===== src/rtl/serial_frame_pkg.sv =====
// Shared types and frame geometry for the serial frame transmitter.
package serial_frame_pkg;

  typedef enum logic [1:0] {
    ST_IDLE  = 2'd0,
    ST_START = 2'd1,
    ST_DATA  = 2'd2,
    ST_STOP  = 2'd3
  } tx_state_t;

  // One start bit, the payload, one stop bit.
  localparam int FRAME_BITS = 10;
  localparam int DATA_BITS  = FRAME_BITS - 2;

endpackage


===== src/rtl/bit_period_tick.sv =====
// Bit-period timer: tick marks the last enabled cycle of each bit period.
module bit_period_tick #(
  parameter int CLKS_PER_BIT = 1
) (
  input  logic clk,
  input  logic rst_n,
  input  logic ena,
  input  logic reload,
  output logic tick
);

  logic [7:0] cnt;

  assign tick = ena && (cnt == 8'(CLKS_PER_BIT - 1));

  always_ff @(posedge clk) begin
    if (!rst_n) begin
      cnt <= 8'd0;
    end else if (ena) begin
      cnt <= reload ? 8'd0 : cnt + 8'd1;
    end
  end

endmodule


===== src/rtl/serial_frame_tx.sv =====
// Serial frame transmitter: start bit, 8 data bits LSB first, stop bit.
// valid/ready: a payload transfers on a rising edge where valid and ready are both high.
module serial_frame_tx
  import serial_frame_pkg::*;
#(
  parameter int CLKS_PER_BIT = 1
) (
  input  logic       clk,
  input  logic       rst_n,
  input  logic       ena,
  input  logic [7:0] data_in,
  input  logic       valid,
  output logic       ready,
  output logic       serial_out,
  output logic       busy,
  output logic       done,
  output logic [7:0] frame_count,
  output tx_state_t  state_dbg
);

  tx_state_t  state;
  logic [7:0] shift_q;
  logic [2:0] bit_idx;
  logic       serial_q;
  logic       done_q;
  logic [7:0] count_q;
  logic       tick;
  logic       reload;
  logic       accept;

  assign ready       = ena && (state == ST_IDLE);
  assign accept      = valid && ready;
  assign busy        = (state != ST_IDLE);
  // done_q survives a freeze, so it is masked while the block is disabled.
  assign done        = done_q && ena;
  assign serial_out  = serial_q;
  assign frame_count = count_q;
  assign state_dbg   = state;

  // Holding the timer at zero in IDLE makes the first START period full length.
  assign reload = (state == ST_IDLE) || tick;

  bit_period_tick #(
    .CLKS_PER_BIT(CLKS_PER_BIT)
  ) u_bit_period_tick (
    .clk   (clk),
    .rst_n (rst_n),
    .ena   (ena),
    .reload(reload),
    .tick  (tick)
  );

  always_ff @(posedge clk) begin
    if (!rst_n) begin
      state    <= ST_IDLE;
      shift_q  <= 8'h00;
      bit_idx  <= 3'd0;
      serial_q <= 1'b1;
      done_q   <= 1'b0;
      count_q  <= 8'd0;
    end else if (ena) begin
      done_q <= 1'b0;
      case (state)
        ST_IDLE: begin
          if (accept) begin
            shift_q  <= data_in;
            serial_q <= 1'b0;
            state    <= ST_START;
          end
        end
        ST_START: begin
          if (tick) begin
            bit_idx  <= 3'd0;
            serial_q <= shift_q[0];
            state    <= ST_DATA;
          end
        end
        ST_DATA: begin
          if (tick) begin
            if (bit_idx == 3'(DATA_BITS - 1)) begin
              serial_q <= 1'b1;
              state    <= ST_STOP;
            end else begin
              bit_idx  <= bit_idx + 3'd1;
              shift_q  <= shift_q >> 1;
              serial_q <= shift_q[1];
            end
          end
        end
        ST_STOP: begin
          if (tick) begin
            done_q  <= 1'b1;
            count_q <= count_q + 8'd1;
            state   <= ST_IDLE;
          end
        end
        default: state <= ST_IDLE;
      endcase
    end
  end

endmodule


===== config.mk =====
export PLATFORM = sky130hd
export DESIGN_NAME = serial_frame_tx
export DESIGN_NICKNAME = d
export VERILOG_FILES = /design/src/rtl/serial_frame_pkg.sv /design/src/rtl/bit_period_tick.sv /design/src/rtl/serial_frame_tx.sv
export SDC_FILE = /design/constraint.sdc
export NUM_CORES = 1
export LEC_CHECK = 0
export ABC_AREA = 1
export BUFFER_PORTS_ARGS = -buffer_cell sky130_fd_sc_hd__buf_2
export CAP_MARGIN = 20
export CELL_PAD_IN_SITES_DETAIL_PLACEMENT = 2
export CELL_PAD_IN_SITES_GLOBAL_PLACEMENT = 2
export CORE_AREA = 2 2 93 77
export DETAILED_ROUTE_END_ITERATION = 8
export DIE_AREA = 0 0 95 79
export GPL_TIMING_DRIVEN = 0
export PLACE_DENSITY = 0.78
export REMOVE_ABC_BUFFERS = 1
export SLEW_MARGIN = 20
export SYNTH_ARGS = -nofsm -noshare
export SYNTH_HDL_FRONTEND = slang
export SYNTH_SLANG_ARGS = --single-unit

===== constraint.sdc =====
create_clock -name clk -period 1.65 [get_ports clk]
set_input_delay 0.0825 -clock clk [delete_from_list [all_inputs] [get_ports clk]]
set_output_delay 0.0825 -clock clk [all_outputs]
set_load 0.05 [all_outputs]

==> impl_metrics.json <==
{
  "die_y_um": 79,
  "required_ps": 1880,
  "crit_chain": "inv_2, ha_4, nand2_4, nor2_4, nand2_4, a21oi_4, buf_12, nand2_8, nand2_2, inv_2, nor2_1",
  "cts_sinks": 31,
  "rr_endpoint": "shift_q[1]",
  "rows": 27,
  "num_vias": 1745,
  "place_inst": 364,
  "dpl_cell_area_um2": 1990,
  "grt_pass1_wl_mm": 8.11,
  "cts_made_buffers": 5,
  "wirelength_mm": 5.45,
  "drv_slew": 0,
  "syn_area_per_cell_um2": 7.00,
  "drt_pass1_iterations": 4,
  "netlist_area_um2": 1810,
  "grt_busiest_layer": "met2",
  "cts_tree": "built",
  "met3_usage": 0.0313,
  "die_area_um2": 7510,
  "gp_routability_congestion": 0.702,
  "fmax_mhz": 628,
  "yosysTopAreaCellShare": 0.343,
  "pwr_density_cell_nw_per_um2": 1120,
  "clock_skew_ps": 13.0,
  "crit_family": "simple AND/OR/NAND/NOR gates",
  "gr-usage-met2": 0.238,
  "diodes": 0,
  "cts-root-buf": "clkbuf_8",
  "irDropWorstVdd_v": 0.000264,
  "wire_per_inst_um": 14.2,
  "worstPathArrival_ps": 1820,
  "ys_seq_area_frac": 0.343,
  "cap_violations": 0,
  "setup_viol": 0,
  "use_met1": 0.178,
  "fin_cells": 384,
  "dpl.hpwl_mm": 3.57,
  "leakage_nw": 1.07,
  "hp-class": "in -> reg",
  "status": "completed",
  "drtAntennaViolNets": 0,
  "clock_latency_ps": 300,
  "hold_viol": 0,
  "startpoint": "u_bit_period_tick.cnt[0]",
  "syn_to_final_growth_pct": 26.5,
  "end_kind": "flip-flop",
  "regToRegSetupSlack_ps": 60,
  "synth_flop_cell": "dfxtp_1",
  "reg2regPathDepth": 11,
  "yosys-top-cells-area": "dfxtp_1 34%, nand2_1 13%, inv_1 8.5%",
  "clkTransAtPathRegs_ps": 70,
  "antenna_found_initial": 0,
  "syn_inst": 259,
  "crit_type": "reg -> reg",
  "core_um2": 6660,
  "whs_ps": 130,
  "drive_gt1_frac": 0.293,
  "crit_buf_inv": 3,
  "via_per_inst": 4.54,
  "tns_ps": 0,
  "final.period_utilization": 0.965,
  "ys_types": 28,
  "die_w_um": 95,
  "grt_pass1_vias": 1745,
  "cts_hold_buf": 0,
  "cp.depth": 11,
  "start_util": 0.272,
  "final_common_cell": "nand2_1",
  "drtIter0Drc": 20,
  "critPathMaxStageDelay_ps": 330,
  "overflow": 0,
  "cp-start-kind": "flip-flop",
  "htreeDepth": 2,
  "grt_max_degree": 20,
  "rsz0062_at_grt": "true",
  "layout_common_cells": "53 x nand2_1, 37 x nor2_1, 34 x inv_1",
  "async_reset_ff_frac": 0,
  "nets": 318,
  "ctsLongestPathBuffers": 2,
  "finalInstanceArea_um2": 2290,
  "slew_headroom": 0.730,
  "synth_seq_cells": 31,
  "synth_edf_count": 0,
  "slowest_stage": "dfxtp_2",
  "endpoint": "shift_q[1]",
  "synth_top_cell_by_area": "dfxtp_1",
  "worst_slew_pin_slew_ps": 405,
  "critical_path.max_fanout": 8,
  "ios": 26,
  "min_period_ps": 1590,
  "worstReg2RegStart": "u_bit_period_tick.cnt[0]",
  "port_buffers": 25,
  "grt_usage": 0.140,
  "ys_warn_count": 0,
  "drc": 0
}
timing repair:
action	4_1_cts	5_1_grt
pin swaps	1	14
setup buffers	4	7
setup endpoints to repair	22	18
resized for setup	7	28
gates cloned	0	1
worst register-to-register path: stages, from the launching register on:
cell     delay (ps)
dfxtp_2         330
inv_2            90
ha_4            140
nand2_4          50
nor2_4          130
nand2_4         110
a21oi_4         250
buf_12          160
nand2_8          80
nand2_2          90
inv_2            30
nor2_1           70
through the flow:
stage | utilization | power [mW] | worst slack [ps]
floorplan | - | 1.49 | -541
detailed placement | 0.299 | 1.70 | -579
global placement | 0.299 | 1.67 | -546
global route | 0.344 | 2.76 | -42.0
finish | 0.344 | 2.58 | 57.8
CTS | 0.322 | 2.42 | 9.31
registers in the layout, indices dropped and copies added (netlist names):
signal / count
frame_count: 8
shift_q: 8
u_bit_period_tick.cnt: 8
bit_idx: 3
state_dbg: 2
done_q: 1
serial_out: 1
logic make-up (layout without fill, tap and decap cells):
kind of cell	after synthesis	in the layout	synth area share
AOI/OAI and AO/OA	28	28	0.0898
and+or+nand+nor	128	128	0.318
buffers and inverters	51	89	0.124
xor gates and xnor gates	5	5	0.0242
DFF	31	31	0.343
muxes	6	6	0.0332
adders and majority gates	10	10	0.0691
cells in the mapped netlist, types with 3 or more instances:
| library cell | number |
|---|---|
| nand2_1 | 61 |
| inv_1 | 41 |
| nor2_1 | 37 |
| dfxtp_1 | 31 |
| a21oi_1 | 14 |
| nand3_1 | 13 |
| ha_1 | 10 |
| o21ai_0 | 9 |
| mux2i_1 | 6 |
| nand4_1 | 4 |
| buf_2 | 3 |
| buf_6 | 3 |
| nand2_4 | 3 |
| or2_2 | 3 |
| xor2_1 | 3 |
worst min-delay path by stage:
stage | depth (start not counted) | end | slack, ps | start
after CTS | 5 | shift_q[7] | 140 | data_in[7]
final | 5 | shift_q[7] | 130 | data_in[7]
after detailed placement | 5 | shift_q[7] | 440 | data_in[7]
after global placement | 5 | shift_q[3] | 430 | data_in[3]
after floorplan | 2 | state_dbg[1] | 200 | rst_n
after global routing | 5 | shift_q[7] | 160 | data_in[7]
final cells by class:
type                    count  area (µm²)
fillers                   798        4360
multi-input cells         177        1050
flip-flops and latches     31         631
repair buffers             37         245
inverters                  44         168
well taps                  87         109
clock buffers               6        72.6
clock inverters             2        12.5
per-layer routing:
| layer | vias to the layer above | part of all wire |
|---|---|---|
| li1 | 870 | - |
| met1 | 850 | 0.47 |
| met2 | 18 | 0.50 |
| met3 | 7 | 0.021 |
| met4 | 0 | 0.015 |
| met5 | - | 0 |
power by group:
part / leakage [nW] / switching (mW) / internal, mW
combinational: 0.775 / 0.641 / 0.400
sequential: 0.255 / 0.0614 / 0.843
clock: 0.0412 / 0.335 / 0.295
(Power assumes the default switching activity.)
